### src/rtl/uart_rx_pkg.sv
// -----------------------------------------------------------------------------
// uart_rx_pkg
// Shared constants and types for the UART receiver.
//   UART_FULL_ETU     : ETU counter terminal value (bit period = value + 1 clks),
//                       kept identical to the transmitter's setting.
//   UART_HALF_ETU     : mid-bit offset used to qualify the start bit.
//   uart_rx_state_e   : receiver FSM state encodings.
//   shift_in_msb()    : LSB-first deserialiser step (new bit enters at the MSB).
// -----------------------------------------------------------------------------
package uart_rx_pkg;

   localparam int UART_FULL_ETU = 15;
   localparam int UART_HALF_ETU = UART_FULL_ETU / 2;

   typedef enum logic [2:0] {
      UART_RX_IDLE      = 3'd0,
      UART_RX_START     = 3'd1,
      UART_RX_DATA      = 3'd2,
      UART_RX_STOP      = 3'd3,
      UART_RX_WAIT_HIGH = 3'd4
   } uart_rx_state_e;

   // The line carries bit 0 first, so each new sample enters at the top and
   // after eight samples the first one has walked down to bit 0.
   function automatic logic [7:0] shift_in_msb(input logic [7:0] sr,
                                               input logic       bit_i);
      return {bit_i, sr[7:1]};
   endfunction

endpackage : uart_rx_pkg

### src/rtl/uart_sync2.sv
// -----------------------------------------------------------------------------
// uart_sync2
// Two-flop synchronizer for the asynchronous serial line. Both flops preset to
// 1 (line idle level) so a reset never looks like a start bit.
//   clk : system clock (rising edge)
//   rst : synchronous, active-high reset
//   d_i : asynchronous input
//   q_o : synchronized output
// -----------------------------------------------------------------------------
module uart_sync2 (
   input  logic clk,
   input  logic rst,
   input  logic d_i,
   output logic q_o
);

   logic meta_q;
   logic sync_q;

   // Synchronizer chain; reset forces the idle (high) level into both stages.
   always_ff @(posedge clk) begin
      if (rst) begin
         meta_q <= 1'b1;
         sync_q <= 1'b1;
      end else begin
         meta_q <= d_i;
         sync_q <= meta_q;
      end
   end

   assign q_o = sync_q;

endmodule : uart_sync2

### src/rtl/uart_rx.sv
// -----------------------------------------------------------------------------
// uart_rx
// 8N1 UART receiver. The line is synchronized, the start bit is qualified at
// its midpoint, then each data bit and the stop bit are sampled one full bit
// period apart. A good stop bit delivers the byte; a bad one pulses frame_err
// and the receiver waits for the line to return high before re-arming.
//
// Parameters
//   FULL_ETU  : ETU counter terminal value; bit period = FULL_ETU+1 clks.
//   HALF_ETU  : start-bit qualification offset.
// Ports
//   clk       : system clock (rising edge)
//   rst       : synchronous, active-high reset
//   din       : asynchronous serial input, idle high
//   ack       : consumer acknowledge; clears valid and overrun
//   data_in   : last received byte
//   valid     : data_in holds an unacknowledged byte
//   busy      : receiver is not idle
//   frame_err : one-cycle pulse on a bad stop bit
//   overrun   : sticky; a byte was overwritten while still unacknowledged
// -----------------------------------------------------------------------------
module uart_rx
   import uart_rx_pkg::*;
#(
   parameter int FULL_ETU = UART_FULL_ETU,
   parameter int HALF_ETU = FULL_ETU / 2
) (
   input  logic       clk,
   input  logic       rst,
   input  logic       din,
   input  logic       ack,
   output logic [7:0] data_in,
   output logic       valid,
   output logic       busy,
   output logic       frame_err,
   output logic       overrun
);

   localparam logic [8:0] FULL_C = 9'(FULL_ETU);
   localparam logic [8:0] HALF_C = 9'(HALF_ETU);

   logic           rx_s;
   logic           load_s;

   uart_rx_state_e state_q, state_d;
   logic [8:0]     etu_cnt_q, etu_cnt_d;
   logic [2:0]     bit_cnt_q, bit_cnt_d;
   logic [7:0]     shift_q, shift_d;
   logic [7:0]     data_q, data_d;
   logic           valid_q, valid_d;
   logic           ferr_q, ferr_d;
   logic           ovr_q, ovr_d;
   logic           busy_q, busy_d;

   uart_sync2 u_sync2 (
      .clk (clk),
      .rst (rst),
      .d_i (din),
      .q_o (rx_s)
   );

   // Receiver FSM: bit timing, deserialisation and stop-bit decision.
   always_comb begin
      state_d   = state_q;
      etu_cnt_d = etu_cnt_q;
      bit_cnt_d = bit_cnt_q;
      shift_d   = shift_q;
      load_s    = 1'b0;
      ferr_d    = 1'b0;

      case (state_q)
         UART_RX_IDLE: begin
            etu_cnt_d = 9'd0;
            if (rx_s == 1'b0) begin
               state_d = UART_RX_START;
            end else begin
               state_d = UART_RX_IDLE;
            end
         end

         UART_RX_START: begin
            if (etu_cnt_q == HALF_C) begin
               etu_cnt_d = 9'd0;
               if (rx_s == 1'b0) begin
                  bit_cnt_d = 3'd0;
                  state_d   = UART_RX_DATA;
               end else begin
                  // Line went back high before mid-bit: treat as a glitch.
                  state_d   = UART_RX_IDLE;
               end
            end else begin
               etu_cnt_d = etu_cnt_q + 9'd1;
            end
         end

         UART_RX_DATA: begin
            if (etu_cnt_q == FULL_C) begin
               etu_cnt_d = 9'd0;
               shift_d   = shift_in_msb(shift_q, rx_s);
               bit_cnt_d = bit_cnt_q + 3'd1;
               if (bit_cnt_q == 3'd7) begin
                  state_d = UART_RX_STOP;
               end else begin
                  state_d = UART_RX_DATA;
               end
            end else begin
               etu_cnt_d = etu_cnt_q + 9'd1;
            end
         end

         UART_RX_STOP: begin
            if (etu_cnt_q == FULL_C) begin
               etu_cnt_d = 9'd0;
               if (rx_s == 1'b1) begin
                  load_s  = 1'b1;
                  state_d = UART_RX_IDLE;
               end else begin
                  ferr_d  = 1'b1;
                  state_d = UART_RX_WAIT_HIGH;
               end
            end else begin
               etu_cnt_d = etu_cnt_q + 9'd1;
            end
         end

         UART_RX_WAIT_HIGH: begin
            // A held-low line (break) must not be mistaken for a new start bit.
            etu_cnt_d = 9'd0;
            if (rx_s == 1'b1) begin
               state_d = UART_RX_IDLE;
            end else begin
               state_d = UART_RX_WAIT_HIGH;
            end
         end

         default: begin
            state_d   = UART_RX_IDLE;
            etu_cnt_d = 9'd0;
            bit_cnt_d = 3'd0;
         end
      endcase
   end

   // Consumer-side status: byte delivery, acknowledge and overrun tracking.
   always_comb begin
      data_d  = data_q;
      valid_d = valid_q;
      ovr_d   = ovr_q;

      if (load_s) begin
         data_d = shift_q;
      end else begin
         data_d = data_q;
      end

      // A new byte wins over an acknowledge landing on the same edge.
      if (load_s) begin
         valid_d = 1'b1;
      end else if (ack) begin
         valid_d = 1'b0;
      end else begin
         valid_d = valid_q;
      end

      // Overrun only when the pending byte was not being taken on this edge.
      if (ack) begin
         ovr_d = 1'b0;
      end else if (load_s && valid_q) begin
         ovr_d = 1'b1;
      end else begin
         ovr_d = ovr_q;
      end

      busy_d = (state_d != UART_RX_IDLE);
   end

   // State and output registers; reset abandons any frame in flight.
   always_ff @(posedge clk) begin
      if (rst) begin
         state_q   <= UART_RX_IDLE;
         etu_cnt_q <= 9'd0;
         bit_cnt_q <= 3'd0;
         shift_q   <= 8'h00;
         data_q    <= 8'h00;
         valid_q   <= 1'b0;
         ferr_q    <= 1'b0;
         ovr_q     <= 1'b0;
         busy_q    <= 1'b0;
      end else begin
         state_q   <= state_d;
         etu_cnt_q <= etu_cnt_d;
         bit_cnt_q <= bit_cnt_d;
         shift_q   <= shift_d;
         data_q    <= data_d;
         valid_q   <= valid_d;
         ferr_q    <= ferr_d;
         ovr_q     <= ovr_d;
         busy_q    <= busy_d;
      end
   end

   assign data_in   = data_q;
   assign valid     = valid_q;
   assign busy      = busy_q;
   assign frame_err = ferr_q;
   assign overrun   = ovr_q;

endmodule : uart_rx

### config.mk
export PLATFORM = sky130hd
export DESIGN_NAME = uart_rx
export DESIGN_NICKNAME = d
export VERILOG_FILES = /design/src/rtl/uart_rx_pkg.sv /design/src/rtl/uart_sync2.sv /design/src/rtl/uart_rx.sv
export SDC_FILE = /design/constraint.sdc
export NUM_CORES = 1
export LEC_CHECK = 0
export ABC_CLOCK_PERIOD_IN_PS = 4100
export CAP_MARGIN = 15
export CORE_MARGIN = 10
export CORE_UTILIZATION = 40
export DETAILED_ROUTE_END_ITERATION = 12
export PLACE_DENSITY = 0.63
export SLEW_MARGIN = 10
export SYNTH_ARGS = -nofsm -noshare
export SYNTH_HDL_FRONTEND = slang
export SYNTH_HIERARCHICAL = 1
export SYNTH_SLANG_ARGS = --single-unit
### constraint.sdc
create_clock -name clk -period 4.1 [get_ports clk]
set_input_delay 0.615 -clock clk [delete_from_list [all_inputs] [get_ports clk]]
set_output_delay 0.615 -clock clk [all_outputs]
set_load 0.02 [all_outputs]
* Word-level counts from Yosys, hierarchy flattened
Cells that the tools add are included.
** Storage, ports and cells
- RAM bits :: 0
- Bits in latches :: 0
- Memory bits (read-only) :: 0
- Logic and storage cells :: 57
- Memories :: 0
- Flip-flop bits (word level) :: 37
** Cells by class
- $mul :: 0
- Multiplexer cells :: 21
- Reductions and logical operators :: 10
- $lt $le $gt $ge :: 0
- Add/subtract/negate cells :: 2
- Shifts and indexed selects :: 0
- Divide/modulo/power cells :: 0
- Equal/unequal tests :: 10
- Bitwise logic cells :: 3
** Operators by type and width (count)
- $mux 3 :: 7
- $mux 9 :: 2
- $pmux 9 s2 :: 1
- $pmux 3 s5 :: 1
- $add 9x1->9 const B :: 1
- $eq 9x3->1 const B :: 1
- $eq 9x4->1 const B :: 1
- $pmux 3 s3 :: 1
- $mux 1 :: 8
- $eq 3x2->1 const B :: 2
- $eq 3x3->1 const B :: 2
- $ne 2x2->1 const B :: 3
- $reduce_or 3->1 :: 2
- $reduce_and 4->1 :: 1
- $reduce_or 2->1 :: 2
- $add 3x1->3 const B :: 1
- $eq 3x1->1 const B :: 1
- $logic_not 3->1 :: 1
- $not 1->1 :: 3
- $reduce_bool 3->1 :: 1
- $mux 2 :: 1
- $reduce_and 2->1 :: 1
- $reduce_bool 2->1 :: 1
- $logic_and 1x1->1 :: 1

* Logic depth before layout (Yosys ltp)
- Word-level depth :: 5
- Depth in mapped cells :: 7
- Depth with buffers taken out :: 5

* Modules after synthesis
The synthesis kept the hierarchy.
** By module, submodules not included
- uart_rx :: area each 1481.4 um2, instances 1, cells each 164, sequential area each 700.7 um2
- uart_sync2 :: area each 52.6 um2, instances 1, cells each 4, sequential area each 40.0 um2

* Worst setup path after synthesis
OpenSTA, ideal clock, no wires.
- Path type :: register to register
- From :: reg etu_cnt_q[0]
- To :: reg data_q[0] (netlist: data_in[0])
- Data required time :: 3.972 ns
- Stages on the path, launching flop included :: 8
- Setup time :: 0.128 ns
- Setup slack :: 2.599 ns
- Arrival time :: 1.373 ns
- Path buffers :: 2
- Cells stage by stage :: dfxtp_1 -> ha_1 -> and3b_1 -> buf_2 -> nand4_1 -> buf_2 -> mux2i_1 -> nor2_1
** On the way
- Longest elaborated chain between the ends :: 3
** Ends and longest elaborated chain
- start, declared :: line uart_rx.sv:46 : logic [8:0] etu_cnt_q, etu_cnt_d;
- start signal, assigned :: line uart_rx.sv:191 : etu_cnt_q <= etu_cnt_d;
- $eq 9x4->1 :: line uart_rx.sv:112 : if (etu_cnt_q == FULL_C) begin
- $mux 1 :: line uart_rx.sv:112
- $mux 1 :: line uart_rx.sv:71 : case (state_q)
- end signal, assigned :: line uart_rx.sv:194 : data_q <= data_d;
- end, declared :: line uart_rx.sv:49 : logic [7:0] data_q, data_d;
Every way passes these cells.
A chain may end at the register's enable or synchronous reset.

==> flow_metrics.tcl <==
set metrics [dict create \
    overflow 0 \
    cts_root_buf "clkbuf_8" \
    ir_drop_v 0.000207 \
    worstSetupEndpointType "flip-flop" \
    critical_path.max_fanout 27 \
    drtIter0Drc 151 \
    grt_pass1_vias 1105 \
    period_minus_slack_ns 2.13 \
    clk_latency_ns 0.30 \
    vias_per_cell 5.00 \
    h-tree-depth 2 \
    ys_top_cells_by_area "dfxtp_1 48%, mux2i_1 5.9%, nor2_1 5.6%" \
    hold_viol_final 0 \
    crit_arrival_ns 2.36 \
    dr.pass1.iters 4 \
    max-cap-violations 0 \
    cts_setup_buffers 0 \
    dp_hpwl_um 2080 \
    final_nets 188 \
    yosys.area.top_type "dfxtp_1" \
    worst_pin_slew_ns 0.895 \
    timing.fmax_mhz 470 \
    vias 1149 \
    gp_congestion 0.771 \
    cts_made_buffers 5 \
    portBuffers 15 \
    skew_ns 0.0115 \
    initial_utilization_pct 41.6 \
    routed_wirelength_um 2900 \
    core_area_um2 3690 \
    final_antenna_net_count 0 \
    dieWidth_um 81.9 \
    num_rows 22 \
    antenna_found_initial 0 \
    syn_inst 168 \
    die-area_um2 6710 \
    netlist_area_um2 1530 \
    slew_headroom_pct 40.2 \
    cts.sinks 37 \
    worst_r2r_startpoint "etu_cnt_q[5]" \
    power_leakage_nw 0.723 \
    area_growth_pct 18.4 \
    die_y_um 81.9 \
    required_ns 4.33 \
    grt_max_degree 28 \
    synth_cell_type_count 39 \
    wire_per_inst_um 12.6 \
    rsz0062_at_grt "no" \
    final_util_pct 49.3 \
    hold_class "flip-flop to flip-flop" \
    outcome "finished clean" \
    holdBufCountCts 0 \
    synth_fp_nets 175 \
    startpoint "rst" \
    synth_top_area_share_pct 48.3 \
    drive_gt1_share_pct 6.59 \
    ios 16 \
    num-fill-cells 342 \
    track_usage_pct 9.77 \
    clock_path_buffers 2 \
    path_clk_slew_ns 0.07 \
    seq_area_frac_synth_pct 48.3 \
    diodes 0 \
    cts_resized 0 \
    setup_tns_ns 0 \
    final.period_utilization_pct 51.9 \
    setup_violations 0 \
    p_per_area_nw_per_um2 389 \
    post-route-drc-count 0 \
    p_total_mw 0.706 \
    grt_pass1_wl_um 5000 \
    cts_tree "built" \
    min_from "u_sync2/meta_q" \
    synth_warnings 6 \
    cp-start-kind "primary input" \
    synth.ff_latch_count 37 \
    crit_type "primary input to flip-flop" \
    syn_area_per_cell_um2 9.13 \
    drv_slew 0 \
]
[sequential cells by signal (all words and copies together), names as in the netlist, 3 cells and up]
register	cells
bit_cnt_q	3
state_q	3
data_in	8
shift_q	8
etu_cnt_q	9
[cells by family (layout without fill, tap and decap cells)]
group                      Yosys count  after routing  synth area share [%]
AOI/OAI and AO/OA                   25             25                  11.1
xor gates and xnor gates            10             10                  5.71
adders and majority gates            3              3                  2.45
buffers and inverters               17             31                  5.06
DFF                                 37             37                  48.3
muxes                                9              9                  5.87
and+or+nand+nor                     67             67                  21.5
[cells in the final DEF (no fill, tap or decap), types with 2 or more instances in the layout]
master,n
xnor2_1,5
nor2_1,23
nand3_1,6
nand2b_1,2
ha_1,3
xor2_1,5
and3_1,3
clkdlybuf4s50_1,15
or2_1,2
dfxtp_1,37
nand2_1,22
a21oi_1,10
clkbuf_8,6
mux2i_1,9
inv_1,8
o21ai_0,3
[critical path, cell delays in order]
cell,delay (ns)
clkdlybuf4s50_1,0.86
nor2_1,0.44
o221ai_2,0.27
nor2_1,0.16
[path summary, 6_finish.rpt]
kind	end	slack, ns	cells past startpoint
setup reg to reg	data_in[5]	2.03	4
setup / recovery	etu_cnt_q[8]	1.97	4
hold reg to reg	u_sync2/q_o	0.43	1
hold / removal	u_sync2/q_o	0.43	1
[report_power, final]
part / switching, mW / leakage, nW / internal [mW]
sequential: 0.00282 / 0.299 / 0.361
clock: 0.128 / 0.0574 / 0.198
combinational: 0.00860 / 0.367 / 0.00692
total: 0.140 / 0.723 / 0.566
[metrics by stage]
stage               worst slack [ns]  area [µm²]  std cells  hold slack (ns)
global placement                1.75        1700        222            0.396
CTS                             1.97        1820        230            0.426
detailed placement              1.66        1700        222            0.409
finish                          1.97        1820        230            0.427
global route                    1.77        1820        230            0.458
floorplan                       2.60        1530        168            0.383
[area by class of cell]
| type | count | area (µm²) | area share, % |
|---|---|---|---|
| Clock buffer | 6 | 82.6 | 4.55 |
| Clock inverter | 2 | 37.5 | 2.07 |
| Inverter | 8 | 30.0 | 1.65 |
| Multi-Input combinational cell | 114 | 716 | 39.4 |
| Sequential cell | 37 | 741 | 40.8 |
| Tap cell | 48 | 60.1 | 3.31 |
| Timing Repair Buffer | 15 | 150 | 8.26 |
[metal layers]
metal / up-vias / track usage (%) / routed length, µm
met2: 27 / 14.1 / 1280
met1: 521 / 11.7 / 1350
met3: 8 / 4.80 / 189
li1: 593 / - / -
met4: 0 / 5.10 / 75
met5: - / 0 / 0
[synth_stat cells]
master and number:
a21oi_2 1, buf_2 5, nand4_2 1, o211ai_1 1
nor3b_1 1, buf_6 1, nor4_4 1, nand3_1 6
xor2_1 5, nand2_1 22, o221ai_2 1, nor2_1 23
o21ai_0 3, buf_1 1, and4_1 1, a211oi_1 1
a21oi_1 10, or3_1 1, xnor2_1 5, inv_1 8
and3b_1 1, o21bai_1 1, clkbuf_1 2, o2111ai_1 1
a311oi_1 1, nand2b_1 2, a41o_1 1, nor4_1 1
ha_1 3, o221ai_1 1, o21a_1 1, and3_1 3
or2_1 2, mux2i_1 9, and4b_1 1, a211o_1 1
nand4_1 1, a31oi_1 1, dfxtp_1 37
Power figures use the tool's default switching activity.
